--- src/rtl/flit_gen_pkg.sv ---
// Shared types and counter widths for the flit pattern generator.
package flit_gen_pkg;
  typedef enum logic [1:0] {IDLE, SEND, GAP, FIN} state_e;
  typedef enum logic [1:0] {MODE_THERM, MODE_CNT, MODE_LFSR, MODE_CONST} mode_e;
  localparam int LEN_W = 8;
  localparam int GAP_W = 8;
  localparam int PKT_W = 16;
  localparam int TGL_W = 32;
endpackage

--- src/rtl/flit_pattern_next.sv ---
// Combinational pattern successor; on head the walk restarts from the mode's reset value.
module flit_pattern_next
  import flit_gen_pkg::*;
#(
  parameter int            W         = 36,
  parameter int            STEP_BITS = 2,
  parameter logic [W-1:0]  LFSR_TAPS = 36'h800000803,
  parameter logic [W-1:0]  LFSR_SEED = 36'h000000001
)(
  input  mode_e          mode,
  input  logic [W-1:0]   cur,
  input  logic           head,
  output logic [W-1:0]   next
);
  logic [W-1:0] base;
  logic         fill;

  always_comb begin
    base = cur;
    if (head) begin
      case (mode)
        MODE_LFSR:  base = LFSR_SEED;
        MODE_CONST: base = '1;
        default:    base = '0;
      endcase
    end
    // Filling words have ones on the MSB side; draining words keep ones on the LSB side.
    fill = (base == '0) || (base[W-1] && (base != '1));
    case (mode)
      MODE_THERM: next = fill ? {{STEP_BITS{1'b1}}, base[W-1:STEP_BITS]}
                              : {{STEP_BITS{1'b0}}, base[W-1:STEP_BITS]};
      MODE_CNT:   next = base + W'(1);
      MODE_LFSR:  next = {base[W-2:0], ^(base & LFSR_TAPS)};
      default:    next = '1;
    endcase
  end
endmodule

--- src/rtl/flit_pattern_gen.sv ---
// Packetised test-pattern source with gap control, valid/ready handshake and toggle accounting.
module flit_pattern_gen
  import flit_gen_pkg::*;
#(
  parameter int            W         = 36,
  parameter int            STEP_BITS = 2,
  parameter logic [W-1:0]  LFSR_TAPS = 36'h800000803,
  parameter logic [W-1:0]  LFSR_SEED = 36'h000000001
)(
  input  logic              clk,
  input  logic              rst,
  input  logic              start,
  input  logic [1:0]        cfg_mode,
  input  logic [LEN_W-1:0]  cfg_len,
  input  logic [GAP_W-1:0]  cfg_gap,
  input  logic [PKT_W-1:0]  cfg_pkts,
  output logic [W-1:0]      flit_data,
  output logic              flit_valid,
  input  logic              flit_ready,
  output logic              flit_head,
  output logic              flit_tail,
  output logic              busy,
  output logic              done,
  output logic [TGL_W-1:0]  toggle_cnt
);
  state_e            state, state_nxt;
  mode_e             mode_q, mode_sel;
  logic [LEN_W-1:0]  len_q, len_in, len_sel, flit_idx;
  logic [GAP_W-1:0]  gap_q, gap_cnt;
  logic [PKT_W-1:0]  pkts_q, pkt_idx;
  logic [W-1:0]      succ, last_acc, diff;
  logic [TGL_W-1:0]  flips;
  logic [TGL_W:0]    tgl_sum;
  logic              xfer, tail_xfer, last_pkt, gap_end, load_head, advance;

  assign xfer      = flit_valid & flit_ready;
  assign tail_xfer = xfer & flit_tail;
  assign last_pkt  = (pkt_idx == pkts_q - PKT_W'(1));
  assign gap_end   = (gap_cnt == gap_q - GAP_W'(1));
  assign len_in    = (cfg_len == '0) ? LEN_W'(1) : cfg_len;
  // Config is only live while idle; afterwards the sampled copies rule.
  assign mode_sel  = (state == IDLE) ? mode_e'(cfg_mode) : mode_q;
  assign len_sel   = (state == IDLE) ? len_in : len_q;

  flit_pattern_next #(
    .W(W), .STEP_BITS(STEP_BITS), .LFSR_TAPS(LFSR_TAPS), .LFSR_SEED(LFSR_SEED)
  ) u_next (
    .mode(mode_sel), .cur(flit_data), .head(load_head), .next(succ)
  );

  always_ff @(posedge clk or posedge rst) begin
    if (rst) state <= IDLE;
    else     state <= state_nxt;
  end

  always_comb begin
    state_nxt = state;
    case (state)
      IDLE: if (start) state_nxt = SEND;
      SEND: if (tail_xfer) begin
        if (gap_q != '0)   state_nxt = GAP;
        else if (last_pkt) state_nxt = FIN;
      end
      GAP:  if (gap_end) state_nxt = last_pkt ? FIN : SEND;
      FIN:  state_nxt = IDLE;
      default: state_nxt = IDLE;
    endcase
  end

  always_comb begin
    busy      = (state != IDLE);
    done      = (state == FIN);
    load_head = ((state == IDLE) && start)
             || ((state == SEND) && tail_xfer && (gap_q == '0) && !last_pkt)
             || ((state == GAP) && gap_end && !last_pkt);
    advance   = (state == SEND) && xfer && !flit_tail;
  end

  always_comb begin
    diff  = flit_data ^ last_acc;
    flips = '0;
    for (int i = 0; i < W; i++) flips = flips + TGL_W'(diff[i]);
    tgl_sum = {1'b0, toggle_cnt} + {1'b0, flips};
  end

  always_ff @(posedge clk or posedge rst) begin
    if (rst) begin
      mode_q     <= MODE_THERM;
      len_q      <= '0;
      gap_q      <= '0;
      pkts_q     <= '0;
      flit_idx   <= '0;
      pkt_idx    <= '0;
      gap_cnt    <= '0;
      flit_data  <= '0;
      flit_valid <= 1'b0;
      flit_head  <= 1'b0;
      flit_tail  <= 1'b0;
      last_acc   <= '0;
      toggle_cnt <= '0;
    end else begin
      if ((state == IDLE) && start) begin
        mode_q <= mode_e'(cfg_mode);
        len_q  <= len_in;
        gap_q  <= cfg_gap;
        pkts_q <= (cfg_pkts == '0) ? PKT_W'(1) : cfg_pkts;
      end
      if (load_head) begin
        flit_data  <= succ;
        flit_valid <= 1'b1;
        flit_head  <= 1'b1;
        flit_tail  <= (len_sel == LEN_W'(1));
        flit_idx   <= '0;
        pkt_idx    <= (state == IDLE) ? '0 : pkt_idx + PKT_W'(1);
      end else if (advance) begin
        flit_data  <= succ;
        flit_head  <= 1'b0;
        flit_tail  <= (flit_idx + LEN_W'(2) == len_q);
        flit_idx   <= flit_idx + LEN_W'(1);
      end else if (tail_xfer) begin
        flit_valid <= 1'b0;
        flit_head  <= 1'b0;
        flit_tail  <= 1'b0;
      end
      if (tail_xfer)           gap_cnt <= '0;
      else if (state == GAP)   gap_cnt <= gap_cnt + GAP_W'(1);
      if (xfer) begin
        last_acc   <= flit_data;
        toggle_cnt <= tgl_sum[TGL_W] ? '1 : tgl_sum[TGL_W-1:0];
      end
    end
  end
endmodule

--- config.mk ---
export PLATFORM = sky130hd
export DESIGN_NAME = flit_pattern_gen
export DESIGN_NICKNAME = d
export VERILOG_FILES = /design/src/rtl/flit_gen_pkg.sv /design/src/rtl/flit_pattern_next.sv /design/src/rtl/flit_pattern_gen.sv
export SDC_FILE = /design/constraint.sdc
export NUM_CORES = 1
export LEC_CHECK = 0
export BUFFER_PORTS_ARGS = -buffer_cell sky130_fd_sc_hd__buf_2
export CORE_UTILIZATION = 58
export CTS_BUF_LIST = sky130_fd_sc_hd__clkbuf_16
export DETAILED_ROUTE_END_ITERATION = 10
export PLACE_DENSITY = 0.88
export SYNTH_ARGS = -nofsm -noshare
export SYNTH_HDL_FRONTEND = slang
export SYNTH_SLANG_ARGS = --single-unit
export TNS_END_PERCENT = 5
--- constraint.sdc ---
create_clock -name clk -period 15.1 [get_ports clk]
set_clock_uncertainty 0.1 [all_clocks]
set_input_delay 2.265 -clock clk [delete_from_list [all_inputs] [get_ports clk]]
set_output_delay 2.265 -clock clk [all_outputs]
set_load 0.03 [all_outputs]
==> results of run 1 <==
-- registers in the layout, summed over array words and instances (netlist names) --
register and cells:
toggle_cnt 32, flit_head 1, flit_data 36, pkts_q 16, pkt_idx 16, gap_cnt 8, flit_idx 8, state 2
len_q 8, mode_q 2, flit_tail 1, last_acc 36, gap_q 8, flit_valid 1
-- metal layers --
metal,up-vias,GRT usage [%]
met5,-,0
met4,0,14.05
met3,88,6.298
met2,565,49.87
met1,5098,41.43
li1,4818,-
-- worst max path at each step --
stage               cells after the start                       from  slack [ps]                    endpoint
finish                                 23  flit_data[28]$_DFFE_PP0P_        7860  toggle_cnt[31]$_DFFE_PP0P_
global route                           20   flit_data[2]$_DFFE_PP0P_        7500  toggle_cnt[31]$_DFFE_PP0P_
CTS                                    23  flit_data[28]$_DFFE_PP0P_        7900  toggle_cnt[31]$_DFFE_PP0P_
detailed placement                     22  flit_data[22]$_DFFE_PP0P_        7930  toggle_cnt[19]$_DFFE_PP0P_
global placement                       23  flit_data[28]$_DFFE_PP0P_        8060  toggle_cnt[31]$_DFFE_PP0P_
floorplan                               1                        rst        7990    flit_data[0]$_DFFE_PP0P_
-- cell type report --
| type | instances | area [um2] |
|---|---|---|
| fill | 1577 | 6753 |
| timing repair buffer | 125 | 663.1 |
| multi-input combinational | 1037 | 6635 |
| clock inverter | 15 | 133.9 |
| tap | 265 | 331.6 |
| inverter | 52 | 200.2 |
| clock buffer | 17 | 425.4 |
| sequential | 175 | 4379 |
| antenna | 2 | 5.005 |
-- metrics by stage --
step / std cells / setup slack, ps / instance area, um2
finish: 1688 / 7861 / 12770
global route: 1687 / 7503 / 12770
CTS: 1686 / 7900 / 12770
detailed placement: 1654 / 7931 / 12210
global placement: 1654 / 8059 / 12210
floorplan: 1366 / 7990 / 11600
-- critical path: cells and delay by family (launching register included) --
kind                       cells  cell delay (ps)
AOI/OAI and AO/OA              6             1090
xor gates and xnor gates       1              160
adders and majority gates      8             3720
buffers and inverters          5              330
DFF                            1              580
and+or+nand+nor                3             1200
-- kinds of logic (layout without fill, tap and decap cells) --
group,Yosys count,in the layout,share of synthesized area [%]
and+or+nand+nor,564,564,22.70
xor gates and xnor gates,119,119,8.986
other,0,2,0
adders and majority gates,54,54,7.767
DFF,175,175,37.76
muxes,17,17,1.575
buffers and inverters,154,209,5.221
AOI/OAI and AO/OA,283,283,16.00
-- layout by cell type, fill, tap and decap left out, drive strengths merged, types with 7 or more instances in the layout --
| cell | n |
|---|---|
| a211oi | 21 |
| a21o | 9 |
| a21oi | 80 |
| a311oi | 8 |
| a31oi | 13 |
| and2 | 13 |
| and3 | 28 |
| and4 | 8 |
| buf | 125 |
| clkbuf | 17 |
| clkinv | 8 |
| dfrtp | 175 |
| fa | 30 |
| ha | 24 |
| inv | 57 |
| mux2 | 10 |
| mux2i | 7 |
| nand2 | 273 |
| nand3 | 41 |
| nand4 | 23 |
| nor2 | 79 |
| nor3 | 28 |
| nor4 | 23 |
| o211ai | 7 |
| o21a | 12 |
| o21ai | 58 |
| o22a | 8 |
| o22ai | 11 |
| or3 | 15 |
| xnor2 | 70 |
| xor2 | 49 |
==> flow_summary.yaml, run 1 <==
run_status:
  status: "finished clean"
synthesis:
  synth_area_leaders: "dfrtp_1 (38%), nand2_1 (8.8%), xnor2_1 (5.3%), fa_1 (5.2%), xor2_1 (3.7%)"
  syn_nets: 1458
  async_reset_ff_share_pct: 100.0
  synth_top_cell_by_area: "dfrtp_1"
  ys_ff_latch: 175
  yosysWarnings: 0
  syn_inst: 1366
  synth_edf_count: 0
  ys_top_cells_by_count: "nand2_1 (272), dfrtp_1 (175), clkbuf_1 (83)"
  synth_top_area_share_pct: 37.76
  syn_area_um2: 11600
  synth.avg_cell_area_um2: 8.491
  yosysMostFrequentCell: "nand2_1"
  ys_seq_area_share_pct: 37.76
  ys.flop_type: "dfrtp_1"
  synthDistinctLibCells: 69
critical_path:
  path_class: "reg2reg"
  arrival_ps: 7510
  r2r_cells: 23
  critPathMaxStageDelay_ps: 580
  slowest_stage: "dfrtp_1"
  rr_startpoint: "flit_data[28]$_DFFE_PP0P_"
  cp-end-kind: "register"
  r2r_setup_slack_ps: 7860
  timing.rr.end: "toggle_cnt[31]$_DFFE_PP0P_"
  cpMostUsedCell: "fa_1"
  critPathLaunchType: "register"
  cp_max_fo: 21
  required_ps: 15370
  crit_path_cell_trace: "xnor2_1, fa_1, inv_1, fa_1, inv_1, fa_1, fa_1, inv_1, fa_1, inv_1, fa_1, fa_1, inv_1, fa_1, a21o_1, a21oi_1, o21ai_0, a21oi_1, o21ai_0, and2_1, nand2_1, and3_1, a21oi_1"
drt:
  vias: 10570
  drt_first_pass_iters: 9
  wl_met3_mm: 2.758
  dr_wl_met2_mm: 14.64
  routed_wl_mm: 31.10
  m1WireLength_mm: 12.75
  antenna_left: 0
  drcViolationCount: 0
  wl_per_cell_um: 18.42
  highest_layer: "met4"
  drtIter0Drc: 1437
  vias_per_cell: 6.261
global_routing:
  grt_pass1_vias: 10100
  grt_pass1_wl_mm: 50.62
  grt_overflow: 0
  antenna_found_initial: 1
  grt_max_degree: 98
  track_usage_pct: 31.36
sta:
  period_needed_ps: 7239
  period_share_pct: 47.94
  fmax_mhz: 138.1
  tightest_slew_ps: 1428
  fin_hold_ws_ps: 397.0
  setup-violations-final: 0
  hold_viol: 0
  finalMaxSlewViolations: 0
  rsz0062_at_grt: "no"
  slew_headroom_pct: 4.449
  fin_setup_tns_ps: 0
die:
  rows: 51
  dieWidth_um: 143.4
  die_y_um: 143.4
  core_um2: 19530
  dieArea_um2: 20570
  boundaryPins: 111
  start_util_pct: 59.40
clocking:
  clockBufferDepth: 2
  cts_root_buf: "clkbuf_16"
  postCtsHoldBufs: 0
  insertion_delay_ps: 450
  cts_resized: 0
  htree_num_levels: 4
  clkSlewWorstSetupHoldPaths_ps: 70
  post_cts_buffers: 0
  numCtsBuffers: 17
  cts.sinks: 175
  cts_tree: "yes"
final_layout:
  nets: 1500
  utilization_pct: 65.42
  area_growth_pct: 10.13
  layout-drive-gt1-share_pct: 12.81
flow_run:
  maxCapViolCount: 0
min_path:
  holdCritStartpoint: "last_acc[27]$_DFFE_PP0P_"
  hp-class: "reg2reg"
  holdPathEnd: "last_acc[27]$_DFFE_PP0P_"
  holdPathStages: 2
placement:
  hpwl_mm: 20.92
  gp_congestion: 0.9116
  port_buffers: 110
Power of run 1 is left out: the tool's default activity adds up to more than one toggle a clock period on the data nets, which glitch-free logic cannot reach.
==> run 2: changes to the inputs <==
--- a/config.mk
+++ b/config.mk
@@ -5,8 +5,9 @@
 export SDC_FILE = /design/constraint.sdc
 export NUM_CORES = 1
 export LEC_CHECK = 0
+export ABC_AREA = 1
 export BUFFER_PORTS_ARGS = -buffer_cell sky130_fd_sc_hd__buf_2
-export CORE_UTILIZATION = 58
+export CORE_UTILIZATION = 55
 export CTS_BUF_LIST = sky130_fd_sc_hd__clkbuf_16
 export DETAILED_ROUTE_END_ITERATION = 10
 export PLACE_DENSITY = 0.88
==> constraint.sdc (replaced) <==
create_clock -name clk -period 5.85 [get_ports clk]
set_clock_uncertainty 0.1 [all_clocks]
set_input_delay 0.8775 -clock clk [delete_from_list [all_inputs] [get_ports clk]]
set_output_delay 0.8775 -clock clk [all_outputs]
set_load 0.03 [all_outputs]
==> run 2 against run 1 <==
Against the previous run:
- the run now ends with setup timing left
- global-route usage grew 0.69 points
- synthesized cell count rose by 19%
- setup slack got worse by 8600 ps
- first-iteration DRC count decreased by 20%
- non-clock buffer count is 49 higher
- die area is 9.0% higher
- cell count increased by 22%
- final area rose by 8.8%
==> flow_summary.yaml, run 2 <==
global_routing:
  grt_max_degree: 80
  grt_overflow: 0
  grt_pass1_vias: 11730
  grt_pass1_wl_mm: 56.72
  antenna_found_initial: 0
  track_usage_pct: 32.05
min_path:
  holdPathEnd: "last_acc[8]$_DFFE_PP0P_"
  hp-class: "reg2reg"
  holdPathStages: 2
  holdCritStartpoint: "last_acc[8]$_DFFE_PP0P_"
clocking:
  cts.sinks: 175
  cts_root_buf: "clkbuf_16"
  insertion_delay_ps: 440
  clockBufferDepth: 2
  clkSlewWorstSetupHoldPaths_ps: 70
  postCtsHoldBufs: 0
  numCtsBuffers: 17
  cts_tree: "yes"
  htree_num_levels: 4
critical_path:
  r2r_setup_slack_ps: -700
  slowest_stage: "fa_2"
  critPathLaunchType: "register"
  r2r_cells: 31
  arrival_ps: 6840
  required_ps: 6130
  cp_max_fo: 3
  cp-end-kind: "register"
  timing.rr.end: "toggle_cnt[30]$_DFFE_PP0P_"
  cpMostUsedCell: "fa_1"
  path_class: "reg2reg"
  critPathMaxStageDelay_ps: 580
  rr_startpoint: "flit_data[28]$_DFFE_PP0P_"
synthesis:
  synth_top_cell_by_area: "dfrtp_1"
  synth_edf_count: 0
  synth_xor_area_share_pct: 5.765
  ys_ff_latch: 175
  ys_top_cells_by_count: "nand2_1 (378), inv_1 (216), dfrtp_1 (175)"
  synth_area_leaders: "dfrtp_1 (36%), nand2_1 (12%), inv_1 (6.8%), nand3_1 (6.1%), nor2_1 (5.4%)"
  async_reset_ff_share_pct: 100.0
  synth_top_family_by_area: "simple AND/OR/NAND/NOR gates"
  syn_inst: 1630
  syn_area_um2: 12000
  syn_nets: 1722
  ys_seq_area_share_pct: 36.49
  ys.flop_type: "dfrtp_1"
  yosysMostFrequentCell: "nand2_1"
  synth_top_area_share_pct: 36.49
  synth-compound-area-share_pct: 12.51
  synthDistinctLibCells: 49
  yosys.area_share.simple_pct: 28.88
  muxShareOfSynthArea_pct: 0
  yosysWarnings: 0
  synth.avg_cell_area_um2: 7.363
  synth_fa_ha_area_share_pct: 7.506
sta:
  rsz0062_at_grt: "yes"
  finalMaxSlewViolations: 0
  period_needed_ps: 6554
  worst_slack_ps: -704.2
  fmax_mhz: 152.6
  setup-violations-final: 27
  tightest_slew_ps: 1062
  fin_hold_ws_ps: 405.2
  slew_headroom_pct: 28.92
  hold_viol: 0
  period_share_pct: 112.0
final_layout:
  nets: 1867
  layout_commonest_cell: "nand2_1"
  fin_cells: 2063
  area_growth_pct: 15.82
  seqCellArea_um2: 4395
  diodes: 0
  layout-drive-gt1-share_pct: 16.05
  reg_top3: "flit_data (36), last_acc (36), toggle_cnt (32)"
  fillCellCount: 1741
  layout_common_cells: "nand2_1 (374), inv_1 (212), nor2_1 (163)"
  multi_input_comb_area_um2: 6718
placement:
  gp_congestion: 0.9891
  dp_slack_ps: -861.9
  place_inst: 2025
  port_buffers: 110
  hpwl_mm: 25.37
run_status:
  violations: "setup timing"
  status: "finished, violations left"
drt:
  vias_per_cell: 5.789
  antenna_left: 0
  drt_first_pass_iters: 6
  vias: 11940
  drtIter0Drc: 1144
  routed_wl_mm: 34.97
  drcViolationCount: 0
  wl_per_cell_um: 16.95
die:
  die_y_um: 149.7
  core_um2: 21220
  dieArea_um2: 22420
  boundaryPins: 111
  rows: 53
  dieWidth_um: 149.7
  start_util_pct: 56.56
flow_run:
  maxCapViolCount: 0
==> run 2: stage by stage <==
step,utilization (%),TNS [ps],area (um2)
floorplan,-,-6063,12050
CTS,64.95,-7602,13780
global placement,62.05,-6553,13170
detailed placement,62.05,-12060,13170
global route,65.50,-16610,13900
finish,65.50,-9800,13900
==> run 2: worst max-delay path by stage <==
stage                              startpoint                          to  slack, ps  cells after the start
detailed placement   last_acc[22]$_DFFE_PP0P_  toggle_cnt[30]$_DFFE_PP0P_       -860                     30
global route         last_acc[28]$_DFFE_PP0P_  toggle_cnt[30]$_DFFE_PP0P_       -980                     31
CTS                  last_acc[28]$_DFFE_PP0P_  toggle_cnt[30]$_DFFE_PP0P_       -650                     31
global placement     last_acc[22]$_DFFE_PP0P_  toggle_cnt[30]$_DFFE_PP0P_       -700                     30
floorplan           flit_data[22]$_DFFE_PP0P_  toggle_cnt[30]$_DFFE_PP0P_       -580                     30
finish              flit_data[28]$_DFFE_PP0P_  toggle_cnt[30]$_DFFE_PP0P_       -700                     31
==> run 2: critical path: cells and delay by family (launching register included) <==
kind            cells  cell delay, ps
flops               1             420
compound gates      4             430
xor+xnor            1             150
fa+ha+maj           8            3650
buf+inv             7             400
simple gates       11            1350
==> run 2: metal layers <==
metal,track usage [%],routed length (um),up-vias
met5,0,0,-
met4,15.66,1311,0
met3,5.366,2720,102
met2,52.13,16410,559
met1,41.43,14520,5678
li1,-,-,5603
==> run 2: cells by family (layout without fill, tap and decap cells) <==
kind of cell / after synthesis / count (layout)
fa+ha+maj: 54 / 54
buf+inv: 270 / 428
xor+xnor: 79 / 79
flops: 175 / 175
simple gates: 799 / 799
compound gates: 253 / 253
==> run 2: final cells by class <==
type / instances / area share (%)
multi-input cells: 1185 / 48.33
flip-flops and latches: 175 / 31.62
repair buffers: 174 / 7.498
inverters: 222 / 6.040
clock buffers: 17 / 3.061
well taps: 275 / 2.475
clock inverters: 15 / 0.9722
==> run 2: repair_timing <==
action / 4_1_cts / 5_1_grt
pin swaps: 4 / 12
endpoints found under the setup margin: 32 / 32
buffers inserted: 2 / 4
resized for setup: 25 / 23
Power of run 2 is left out for the same reason.
